`src/rtl/dmem_arb_pkg.sv`:
```
// Shared types and defaults for the data-memory arbiter.
package dmem_arb_pkg;

   typedef enum logic [1:0] {
      IDLE   = 2'd0,
      ACCESS = 2'd1,
      RESP   = 2'd2
   } state_t;

   localparam logic PORT_CPU = 1'b0;
   localparam logic PORT_AUX = 1'b1;

   localparam int DMEM_ADDR_W = 10;
   localparam int DMEM_DATA_W = 32;

endpackage

```
`src/rtl/dmem_arbiter_rr_pick2.sv`:
```
// Combinational two-way round-robin pick: prio breaks ties, a lone requester always wins.
module rr_pick2
   import dmem_arb_pkg::*;
(
   input  logic [1:0] req,
   input  logic       prio,
   output logic       winner,
   output logic       any
);

   assign any    = |req;
   assign winner = (&req) ? prio : req[PORT_AUX];

endmodule

```
`src/rtl/dmem_arbiter.sv`:
```
// Round-robin arbiter/sequencer sharing one single-port data memory between two masters.
module dmem_arbiter
   import dmem_arb_pkg::*;
#(
   parameter int ADDR_W = DMEM_ADDR_W,
   parameter int DATA_W = DMEM_DATA_W
) (
   input  logic              clk,
   input  logic              rst_n,
   input  logic [1:0]        req,
   input  logic [1:0]        we,
   input  logic [ADDR_W-1:0] addr0,
   input  logic [ADDR_W-1:0] addr1,
   input  logic [DATA_W-1:0] wdata0,
   input  logic [DATA_W-1:0] wdata1,
   output logic [1:0]        ack,
   output logic [DATA_W-1:0] rdata,
   output logic              busy,
   output logic              mem_we,
   output logic [ADDR_W-1:0] mem_addr,
   output logic [DATA_W-1:0] mem_din,
   input  logic [DATA_W-1:0] mem_dout
);

   state_t             state_q, state_d;
   logic               prio_q;
   logic               sel_q;
   logic               we_q;
   logic [ADDR_W-1:0]  addr_q;
   logic [DATA_W-1:0]  wdata_q;
   logic [DATA_W-1:0]  rdata_q;
   logic               winner;
   logic               any;
   logic               grant;

   rr_pick2 u_pick (
      .req    (req),
      .prio   (prio_q),
      .winner (winner),
      .any    (any)
   );

   always_comb begin
      state_d = state_q;
      grant   = 1'b0;
      case (state_q)
         IDLE: begin
            if (any) begin
               grant   = 1'b1;
               state_d = ACCESS;
            end
         end
         ACCESS:  state_d = RESP;
         RESP:    state_d = IDLE;
         default: state_d = IDLE;
      endcase
   end

   always_ff @(posedge clk or negedge rst_n) begin
      if (!rst_n) begin
         state_q <= IDLE;
         prio_q  <= PORT_CPU;
         sel_q   <= PORT_CPU;
         we_q    <= 1'b0;
         addr_q  <= '0;
         wdata_q <= '0;
         rdata_q <= '0;
      end else begin
         state_q <= state_d;
         if (grant) begin
            sel_q   <= winner;
            prio_q  <= ~winner;
            we_q    <= we[winner];
            addr_q  <= winner ? addr1  : addr0;
            wdata_q <= winner ? wdata1 : wdata0;
         end
         // Async memory read follows the write, so a store echoes the new word.
         if (state_q == ACCESS)
            rdata_q <= mem_dout;
      end
   end

   // Every output comes from registers, so reset removes mem_we/ack immediately.
   assign mem_we   = (state_q == ACCESS) & we_q;
   assign mem_addr = addr_q;
   assign mem_din  = wdata_q;
   assign ack      = (state_q == RESP) ? (2'b01 << sel_q) : 2'b00;
   assign rdata    = rdata_q;
   assign busy     = (state_q != IDLE);

endmodule

```
`config.mk`:
```
export PLATFORM = sky130hd
export DESIGN_NAME = dmem_arbiter
export DESIGN_NICKNAME = d
export VERILOG_FILES = /design/src/rtl/dmem_arb_pkg.sv /design/src/rtl/dmem_arbiter_rr_pick2.sv /design/src/rtl/dmem_arbiter.sv
export SDC_FILE = /design/constraint.sdc
export NUM_CORES = 1
export LEC_CHECK = 0
export ABC_CLOCK_PERIOD_IN_PS = 2690
export CORE_AREA = 2 2 97 99
export CTS_CLUSTER_SIZE = 25
export DETAILED_ROUTE_END_ITERATION = 10
export DIE_AREA = 0 0 99 101
export PLACE_DENSITY = 0.93
export SYNTH_ARGS = -nofsm -noshare
export SYNTH_HDL_FRONTEND = slang
export SYNTH_SLANG_ARGS = --single-unit
export TNS_END_PERCENT = 30
```
`constraint.sdc`:
```
create_clock -name clk -period 2.69 [get_ports clk]
set_input_delay 0.269 -clock clk [delete_from_list [all_inputs] [get_ports clk]]
set_output_delay 0.269 -clock clk [all_outputs]
set_load 0.05 [all_outputs]
```
==> results of run 1 <==
layout make-up:
cell class	instances	area, um^2
Fill cell	689	2980
Clock inverter	6	67.6
Sequential cell	79	1980
Clock buffer	10	138
Tap cell	111	139
Timing Repair Buffer	207	2060
Multi-Input combinational cell	280	1610
Inverter	4	15.0
state kept, by name, indices dropped and copies added (netlist names):
register	cells
state_q	2
we_q	1
mem_din	32
rdata	32
prio_q	1
sel_q	1
mem_addr	10
layer usage:
layer / GRT usage (%) / routed length, um / vias to the layer above
met5: 0 / 0 / -
met4: 8.43 / 238 / 0
met3: 4.72 / 961 / 18
met2: 39.5 / 5800 / 211
met1: 26.7 / 4390 / 1759
li1: - / - / 1758
worst min path at each step:
stage | endpoint | slack (ns) | depth (start not counted)
finish | rdata[5] | 0.07 | 1
global route | rdata[3] | 0.16 | 1
CTS | rdata[4] | 0.12 | 1
detailed placement | rdata[2] | 0.46 | 2
global placement | rdata[21] | 0.46 | 2
floorplan | mem_addr[0] | -0.03 | 0
critical path, stage by stage, from the launching register on:
cell and delay (ns):
dfrtp_1 0.44, nor3b_1 0.26, clkdlybuf4s50_1 0.87
power groups by stage:
stage                     sequential [mW]  combinational (mW)  clock [mW]
after CTS                            2.14                5.25       0.918
after detailed placement             2.16                5.24           0
after global placement               2.12                5.13           0
after floorplan                      4.03                1.63           0
after global routing                 2.22                5.50       0.975
final                                2.15                5.21       0.886
cells in the mapped netlist:
master and n:
nand2_1 96, dfrtp_1 79, a21oi_1 44, nand3_1 43
o21ai_0 43, a31oi_2 38, clkbuf_1 30, a31oi_1 6
buf_6 6, buf_2 3, inv_1 2, nand2b_1 2
nor3b_1 2, and2_1 1, and2_4 1, and2b_1 1
buf_1 1, clkinv_1 1, inv_2 1, nor2_1 1
o32ai_2 1, or2_1 1
kinds of logic after synthesis:
| kind of cell | share of synthesized area, % |
|---|---|
| compound gates | 25.4 |
| buf+inv | 5.64 |
| flops | 52.1 |
| simple gates | 16.8 |
placed cells by master (no fill, tap or decap):
cell,netlist,layout
inv_1,2,2
bufinv_16,0,1
o32ai_2,1,1
clkinv_2,0,1
clkinv_4,0,1
clkinvlp_4,0,2
or2_1,1,1
a31oi_2,38,38
dfrtp_1,79,79
nor2_4,0,1
clkbuf_8,0,10
o21ai_0,43,43
nand2b_1,2,2
a21oi_1,44,44
buf_12,0,1
inv_2,1,1
and2b_1,1,1
clkdlybuf4s50_1,0,196
and2_1,1,1
buf_4,0,10
clkinv_1,1,1
nand2_1,96,96
inv_6,0,1
and2_4,1,1
nor3b_1,2,2
nand3_1,43,43
a31oi_1,6,6
==> summary.md, run 1 <==
| Metric | Value |
|---|---|
| Status | `complete, no violations` |
| Slew HR | `around a third` |
| Synthesis-to-layout area growth | `58.3%` |
| Post-route clock period utilization | `80.5%` |
| Leading area contributor after synthesis | `dfrtp_1` |
| Critical Path Sink Type | `output pin` |
| Seq pwr share | `roughly a quarter` |
| Unrepaired setup endpoints after global routing | `false` |
| DR pass1 iterations | `4` |
| Worst hold path type | `in2async` |
| Initial antenna violation count | `0` |
| Post-route non-filler standard cell count | `approximately 700` |
| Syn Inst Count | `a little over 400` |
| Place WS | `0.698 ns` |
| Yosys warning total | `0` |
| Inst Count DP | `approximately 680` |
| CP required | `roughly 2.4 ns` |
| NumNets Final | `approximately 700` |
| Drt via density | `about 5.4` |
| All-Layer GR Usage | `22.3%` |
| Number of placement rows | `35` |
| CTS Sinks | `slightly below 80` |
| Kind of critical path | `reg2out` |
| Pwr Total | `between 8 and 9 mW` |
| Fin crit period | `about 2.2 ns` |
| CTS tree | `done` |
| Starting Density | `42.2%` |
| Crit. Startpoint | `state_q[0]` |
| Worst R2R End | `mem_din[4]` |
| Diode count | `0` |
| Share of layout cells above drive strength 1 | `a little under an eighth` |
| Clock transition at the registers of the reported paths | `about 0.080 ns` |
| Seq/Total Area, Yosys | `between 50% and 60%` |
| Root buffer cell | `clkbuf_8` |
| Sw Pwr | `4.26 mW` |
| Highest clock rate | `between 400 and 500 MHz` |
| Area fraction of the dominant cell type after synthesis | `52.1%` |
| Final setup margin | `0.525 ns` |
| Clk_lat worst skew | `0.34 ns` |
| Max-cap viol count | `0` |
| PortBufs | `approximately 200` |
| Leak Pwr | `roughly 2.4 nW` |
| Hold-fix buffers at CTS | `0` |
| Largest cells by area after synthesis | `dfrtp_1, a31oi_2, nand2_1, a21oi_1, nand3_1` |
| DRT antenna net count | `0` |
| Share of the core filled with cells | `approximately 67%` |
| Cell depth of the worst flop-to-flop path | `4` |
| Final Cell Area | `between 6000 and 7000 um^2` |
| Post-CTS Resized | `0` |
| Yosys cell types | `22` |
| Pwr dens | `between 1000 and 1500 nW/um^2` |
| Overall die width | `approximately 99 um` |
| GRT overflow | `0` |
| Final Wtd Congestion | `roughly 0.84` |
| Reg-to-reg startpoint | `prio_q` |
| Slew Limit Fails | `0` |
| Worst Max-Slew Pin Slew | `about 0.97 ns` |
| First-pass GRT wire length | `about 18000 um` |
| TNS Setup | `0 ns` |
| Hold Vio Cnt, Final | `0` |
| Area of the core | `~9000 um^2` |
| Post-Synthesis Cell Area | `3790 um^2` |
| Routed wire length | `between 10000 and 15000 um` |
| Number of global-route vias before repair | `roughly 3700` |
| Max H-tree Level | `3` |
| DRC | `0` |
| Post-CTS setup buffer count | `0` |
| End point of the critical path | `ack[0]` |
| Sw Ratio | `slightly above 50%` |
| WHS | `between 0.06 and 0.07 ns` |
| Mapped Nets | `525` |
| #FFs+latches synth | `just under 80` |
| Die area | `around 10000 um^2` |
| Synth Area per Inst | `roughly 9.4 um^2` |
| Setup violators final | `0` |
| CP max FO | `4` |
| R2R Setup Slk | `about 1.1 ns` |
| Max VDD drop | `664 uV` |
| CP Launch Type | `register` |
| DP Area | `~5800 um^2` |
| # IOs | `200` |
| DP HPWL | `8130 um` |
| Clock Tree Buf Depth | `2` |
| Combinational Power Share | `63.2%` |
| Internal power | `3.99 mW` |
| Final Skew | `0.0129 ns` |
| Die height | `101 um` |
| Num CTS Buffers | `9` |
| Starting DRC count in detailed routing | `190` |
| Wire per inst | `between 15 and 20 um` |
| Worst EP arrival | `about 1.9 ns` |
| Clk pwr share | `a little over a tenth` |
| Largest net degree at the start of global routing | `80` |
| DR vias | `approximately 3700` |
Power figures use the tool's default switching activity.
==> run 2: changes to the inputs <==
--- a/config.mk
+++ b/config.mk
@@ -5,12 +5,12 @@
 export SDC_FILE = /design/constraint.sdc
 export NUM_CORES = 1
 export LEC_CHECK = 0
-export ABC_CLOCK_PERIOD_IN_PS = 2690
-export CORE_AREA = 2 2 97 99
+export ABC_CLOCK_PERIOD_IN_PS = 1800
+export CORE_AREA = 2 2 106 108
 export CTS_CLUSTER_SIZE = 25
 export DETAILED_ROUTE_END_ITERATION = 10
-export DIE_AREA = 0 0 99 101
-export PLACE_DENSITY = 0.93
+export DIE_AREA = 0 0 108 110
+export PLACE_DENSITY = 0.83
 export SYNTH_ARGS = -nofsm -noshare
 export SYNTH_HDL_FRONTEND = slang
 export SYNTH_SLANG_ARGS = --single-unit
==> constraint.sdc (replaced) <==
create_clock -name clk -period 1.8 [get_ports clk]
set_input_delay 0.18 -clock clk [delete_from_list [all_inputs] [get_ports clk]]
set_output_delay 0.18 -clock clk [all_outputs]
set_load 0.05 [all_outputs]
==> run 2 against run 1 <==
  * Cell count up 5.5%
  * Sequential share of layout area down 0.82 points
  * Largest power group unchanged
  * Global-route usage is 2.9 points lower
==> summary.md, run 2 (same netlist as run 1, synthesis figures left out) <==
| Metric | Value |
|---|---|
| DP Area | `5930 um^2 (+2.4%)` |
| Reg-to-reg startpoint | `prio_q` |
| DP HPWL | `8600 um (+5.8%)` |
| Inst Count DP | `718 (+5.4%)` |
| Kind of critical path | `reg2out` |
| CTS Sinks | `79 (unchanged)` |
| Clock Tree Buf Depth | `2 (unchanged)` |
| Die area | `11900 um^2 (+19%)` |
| Largest net degree at the start of global routing | `45 (-44%)` |
| Synthesis-to-layout area growth | `62.3%` |
| Starting Density | `35.4% (-6.8 points)` |
| Hold Vio Cnt, Final | `0 (unchanged)` |
| Max VDD drop | `1230 uV (+85%)` |
| DRT antenna net count | `0 (unchanged)` |
| CP Launch Type | `register` |
| Clk_lat worst skew | `0.34 ns (about the same)` |
| Clock transition at the registers of the reported paths | `0.08 ns (about the same)` |
| Crit-path cells | `clkdlybuf4s50_1` |
| Number of global-route vias before repair | `3808 (+1.8%)` |
| TNS Setup | `0 ns (unchanged)` |
| Worst Max-Slew Pin Slew | `0.657 ns (-0.314 ns)` |
| Most frequent cells in the layout | `clkdlybuf4s50_1, nand2_1, dfrtp_1` |
| Place WS | `0.0136 ns (-0.684 ns)` |
| Setup violators final | `0 (unchanged)` |
| Drt via density | `5.17 (-3.8%)` |
| CP max-delay cell | `clkdlybuf4s50_1` |
| Final Skew | `0.00964 ns (-0.00330 ns)` |
| GRT overflow | `0 (unchanged)` |
| Leak Pwr | `2.49 nW (+2.8%)` |
| DR vias | `3799 (+1.4%)` |
| PortBufs | `199 (unchanged)` |
| Slew HR | `56.2% (+21 points)` |
| CP required | `1.62 ns (-0.80 ns)` |
| CTS tree | `done` |
| CP top delay family | `buffers and inverters` |
| Final Wtd Congestion | `0.803 (-4.2%)` |
| # IOs | `200 (unchanged)` |
| Root buffer cell | `clkbuf_8` |
| Diode count | `0 (unchanged)` |
| Status | `complete, no violations` |
| First-pass GRT wire length | `18000 um (+0.54%)` |
| Share of the core filled with cells | `57.5% (-9.3 points)` |
| Most common cell after layout, fill and taps aside | `clkdlybuf4s50_1` |
| Max H-tree Level | `3 (unchanged)` |
| WHS | `0.358 ns (+0.292 ns)` |
| Cell depth of the worst flop-to-flop path | `4 (unchanged)` |
| NumNets Final | `712 (+1.3%)` |
| Final Cell Area | `6150 um^2 (+2.6%)` |
| Pwr dens | `2040 nW/um^2 (+48%)` |
| Worst Path Buf+Inv | `1 (unchanged)` |
| Unrepaired setup endpoints after global routing | `false` |
| Worst EP arrival | `1.54 ns (-0.36 ns)` |
| Max incr delay on CP | `0.82 ns (-0.05 ns)` |
| Slew Limit Fails | `0 (unchanged)` |
| Area of the core | `10700 um^2 (+19%)` |
| Die height | `110 um (+8.9%)` |
| All-Layer GR Usage | `19.4% (-2.9 points)` |
| Overall die width | `108 um (+9.1%)` |
| Worst hold path type | `in2async` |
| Max-cap viol count | `0 (unchanged)` |
| DR pass1 iterations | `4 (unchanged)` |
| CP max FO | `2 (-2)` |
| DRC | `0 (unchanged)` |
| Wire per inst | `15.9 um (-2.7%)` |
| Worst R2R End | `mem_din[13]` |
| Highest clock rate | `582 MHz` |
| Critical Path Sink Type | `output pin` |
| # fillers | `928 (+35%)` |
| Final setup margin | `0.0810 ns (-0.444 ns)` |
| Share of layout cells above drive strength 1 | `13.4% (+1.7 points)` |
| R2R Setup Slk | `0.48 ns (-0.60 ns)` |
| Post-route clock period utilization | `a little over nine tenths` |
| Routed wire length | `11700 um (+2.6%)` |
| Num CTS Buffers | `9 (unchanged)` |
| Initial antenna violation count | `0 (unchanged)` |
| Pwr Total | `12.5 mW (+52%)` |
| Post-route non-filler standard cell count | `735 (+5.5%)` |
| Starting DRC count in detailed routing | `236 (+24%)` |
| Fin crit period | `1.72 ns` |
| Number of placement rows | `38 (+8.6%)` |
[run 2: cell count changes in the layout (fill, tap and decap cells not counted)]
cell | previous run | this run
buf_12 | 1 | 5
buf_4 | 10 | 17
dlygate4sd3_1 | 0 | 1
clkbuf_8 | 10 | 11
clkinv_1 | 1 | 0
clkdlybuf4s50_1 | 196 | 193
clkbuf_1 | 0 | 1
inv_6 | 1 | 0
[run 2: final cells by class]
| type | instances | area, um^2 | share of cell area [%] |
|---|---|---|---|
| Clock buffer | 12 | 155 | 2.52 |
| Clock inverter | 4 | 53.8 | 0.874 |
| Inverter | 4 | 16.3 | 0.264 |
| Multi-Input combinational cell | 280 | 1610 | 26.1 |
| Sequential cell | 79 | 1980 | 32.1 |
| Tap cell | 140 | 175 | 2.85 |
| Timing Repair Buffer | 216 | 2170 | 35.3 |
[run 2: worst max-delay path by stage]
stage,cells past startpoint,endpoint,startpoint,slack (ns)
after global routing,1,mem_din[7],mem_din[7],0.01
after floorplan,1,ack[0],state_q[0],0.06
after detailed placement,4,mem_din[13],req[1],0.01
final,1,mem_din[7],mem_din[7],0.08
after global placement,4,mem_din[13],req[1],0.15
after CTS,1,rdata[24],rdata[24],0.05
[run 2: power breakdown]
part | internal, mW | switching [mW] | total [mW]
logic | 2.73 | 5.23 | 7.96
clock network | 0.720 | 0.639 | 1.36
registers | 2.68 | 0.536 | 3.21
[run 2: routing by layer]
| metal | routed length, um | share of wire (%) | up-vias | GRT usage (%) |
|---|---|---|---|---|
| met5 | 0 | 0 | - | 0 |
| met4 | 253 | 2.2 | 0 | 7.97 |
| met3 | 958 | 8.2 | 20 | 4.23 |
| li1 | - | - | 1776 | - |
| met1 | 4580 | 39 | 1821 | 22.1 |
| met2 | 5890 | 50 | 182 | 35.5 |
[run 2: timing repair]
action	CTS	global route
setup endpoints to repair	1	0
hold buffers	1	0
hold endpoints to repair	41	0
resized for setup	1	0
buffers inserted	0	0
==> run 3: changes to the inputs <==
--- a/config.mk
+++ b/config.mk
@@ -7,6 +7,7 @@
 export LEC_CHECK = 0
 export ABC_CLOCK_PERIOD_IN_PS = 1800
 export CORE_AREA = 2 2 106 108
+export CTS_BUF_LIST = sky130_fd_sc_hd__clkbuf_8 sky130_fd_sc_hd__clkbuf_16
 export CTS_CLUSTER_SIZE = 25
 export DETAILED_ROUTE_END_ITERATION = 10
 export DIE_AREA = 0 0 108 110
==> run 3 against run 2 <==
  * Sequential cell count is the same
  * Register-to-register slack is essentially flat
  * Routed wire length is essentially flat
  * Fmax decreased by 0.12%
  * Critical path depth did not move
  * Power hardly changed
==> summary.md, run 3 (same netlist as run 1, synthesis figures left out) <==
| Metric | Value |
|---|---|
| Status | `complete, no violations` |
| DR vias | `3804 (+0.13%)` |
| Final Skew | `0.00963 ns (-0.00000258 ns)` |
| Number of global-route vias before repair | `3808 (unchanged)` |
| TNS Setup | `0 ns (unchanged)` |
| Most frequent cells in the layout | `clkdlybuf4s50_1, nand2_1, dfrtp_1` |
| Critical Path Stages | `1 (unchanged)` |
| Unrepaired setup endpoints after global routing | `false` |
| All-Layer GR Usage | `19.4% (unchanged)` |
| CTS tree | `done` |
| CP max FO | `2 (unchanged)` |
| Root buffer cell | `clkbuf_8` |
| Post-route clock period utilization | `95.6% (+0.12 points)` |
| Diode count | `0 (unchanged)` |
| Cell depth of the worst flop-to-flop path | `4 (unchanged)` |
| Final Wtd Congestion | `0.803 (unchanged)` |
| Num CTS Buffers | `9 (unchanged)` |
| Synthesis-to-layout area growth | `62.3% (unchanged)` |
| Setup violators final | `0 (unchanged)` |
| Clock transition at the registers of the reported paths | `0.08 ns (about the same)` |
| GRT overflow | `0 (unchanged)` |
| Share of layout cells above drive strength 1 | `13.4% (unchanged)` |
| Area of the core | `10700 um^2 (unchanged)` |
| Initial antenna violation count | `0 (unchanged)` |
| Hold Vio Cnt, Final | `0 (unchanged)` |
| Routed wire length | `11700 um (about the same)` |
| Worst Path Buf+Inv | `1 (unchanged)` |
| DRT antenna net count | `0 (unchanged)` |
| Die area | `11900 um^2 (unchanged)` |
| Max VDD drop | `1230 uV (unchanged)` |
| Clk_lat worst skew | `0.34 ns (about the same)` |
| Max-cap viol count | `0 (unchanged)` |
| First-pass GRT wire length | `18000 um (unchanged)` |
| Fin crit period | `1.72 ns (+0.00215 ns)` |
| WHS | `0.358 ns (-0.000443 ns)` |
| DP HPWL | `8600 um (unchanged)` |
| Starting DRC count in detailed routing | `236 (unchanged)` |
| Max incr delay on CP | `0.81 ns (about the same)` |
| Highest clock rate | `581 MHz (-0.12%)` |
| CTS Sinks | `79 (unchanged)` |
| # IOs | `200 (unchanged)` |
| Slew Limit Fails | `0 (unchanged)` |
| CP Launch Type | `register` |
| Drt via density | `5.18 (+0.13%)` |
| Max H-tree Level | `3 (unchanged)` |
| NumNets Final | `712 (unchanged)` |
| Kind of critical path | `reg2out` |
| Worst hold path type | `in2async` |
| CP required | `1.62 ns (about the same)` |
| Wire per inst | `15.9 um (about the same)` |
| CP max-delay cell | `clkdlybuf4s50_1` |
| Largest net degree at the start of global routing | `45 (unchanged)` |
| PortBufs | `199 (unchanged)` |
| Slew HR | `56.2% (+0.058 points)` |
| Worst EP arrival | `1.54 ns (about the same)` |
| Starting Density | `35.4% (unchanged)` |
| CP top delay family | `buffers and inverters` |
| Pwr dens | `2040 nW/um^2 (about the same)` |
| Number of placement rows | `38 (unchanged)` |
| Clock Tree Buf Depth | `2 (unchanged)` |
| Most common cell after layout, fill and taps aside | `clkdlybuf4s50_1` |
| DRC | `0 (unchanged)` |
| Worst Max-Slew Pin Slew | `0.656 ns (-0.000863 ns)` |
| Critical Path Sink Type | `output pin` |
| Overall die width | `108 um (unchanged)` |
| DR pass1 iterations | `4 (unchanged)` |
| Crit-path cells | `clkdlybuf4s50_1` |
| Share of the core filled with cells | `57.5% (unchanged)` |
| Leak Pwr | `2.50 nW (+0.17%)` |
| Die height | `110 um (unchanged)` |
==> run 3: changes by cell type in the layout (fill, tap and decap cells not counted) <==
cell	previous run	this run
clkbuf_1	1	0
inv_1	2	3
==> run 3: timing repair <==
action | 4_1_cts | 5_1_grt
resized for setup | 1 | 0
buffers inserted | 0 | 0
setup endpoints to repair | 1 | 0
endpoints found under the hold margin | 41 | 0
hold buffers | 1 | 0
==> run 3: cell type report <==
class	count	area, um^2
fill	928	4540
clock buffer	11	151
sequential	79	1980
clock inverter	5	57.6
timing repair buffer	216	2170
multi-input combinational	280	1610
tap	140	175
inverter	4	16.3
==> run 3: report_power, final <==
group          internal (mW)  switching, mW
sequential              2.68          0.536
clock                  0.714          0.639
combinational           2.73           5.23
total                   6.12           6.41
==> run 3: stage by stage <==
step	cell area (um^2)	power, mW	instances	setup slack [ns]
global placement	5930	11.0	718	0.149
detailed placement	5930	11.2	718	0.0136
finish	6150	12.5	735	0.0789
global route	6150	13.2	735	0.0104
floorplan	3790	8.47	403	0.0598
CTS	6150	12.6	735	0.0537
==> run 3: routing by layer <==
layer  vias up  part of all wire [%]  track usage (%)
li1       1775                     -                -
met1      1821                    39             22.1
met2       186                    50             35.5
met3        22                   8.1             4.23
met4         0                   2.2             7.97
met5         -                     0                0
==> run 3: worst paths after layout <==
| check | start | endpoint | slack, ns |
|---|---|---|---|
| setup reg to reg | prio_q | mem_din[13] | 0.48 |
| min in group clk | mem_dout[24] | rdata[24] | 0.36 |
| setup / recovery | rdata[14] | rdata[14] | 0.08 |
| hold reg to reg | rdata[22] | rdata[22] | 0.48 |
| hold / removal | rst_n | rdata[30] | 0.36 |
| max in group asynchronous | rst_n | mem_din[8] | 0.84 |
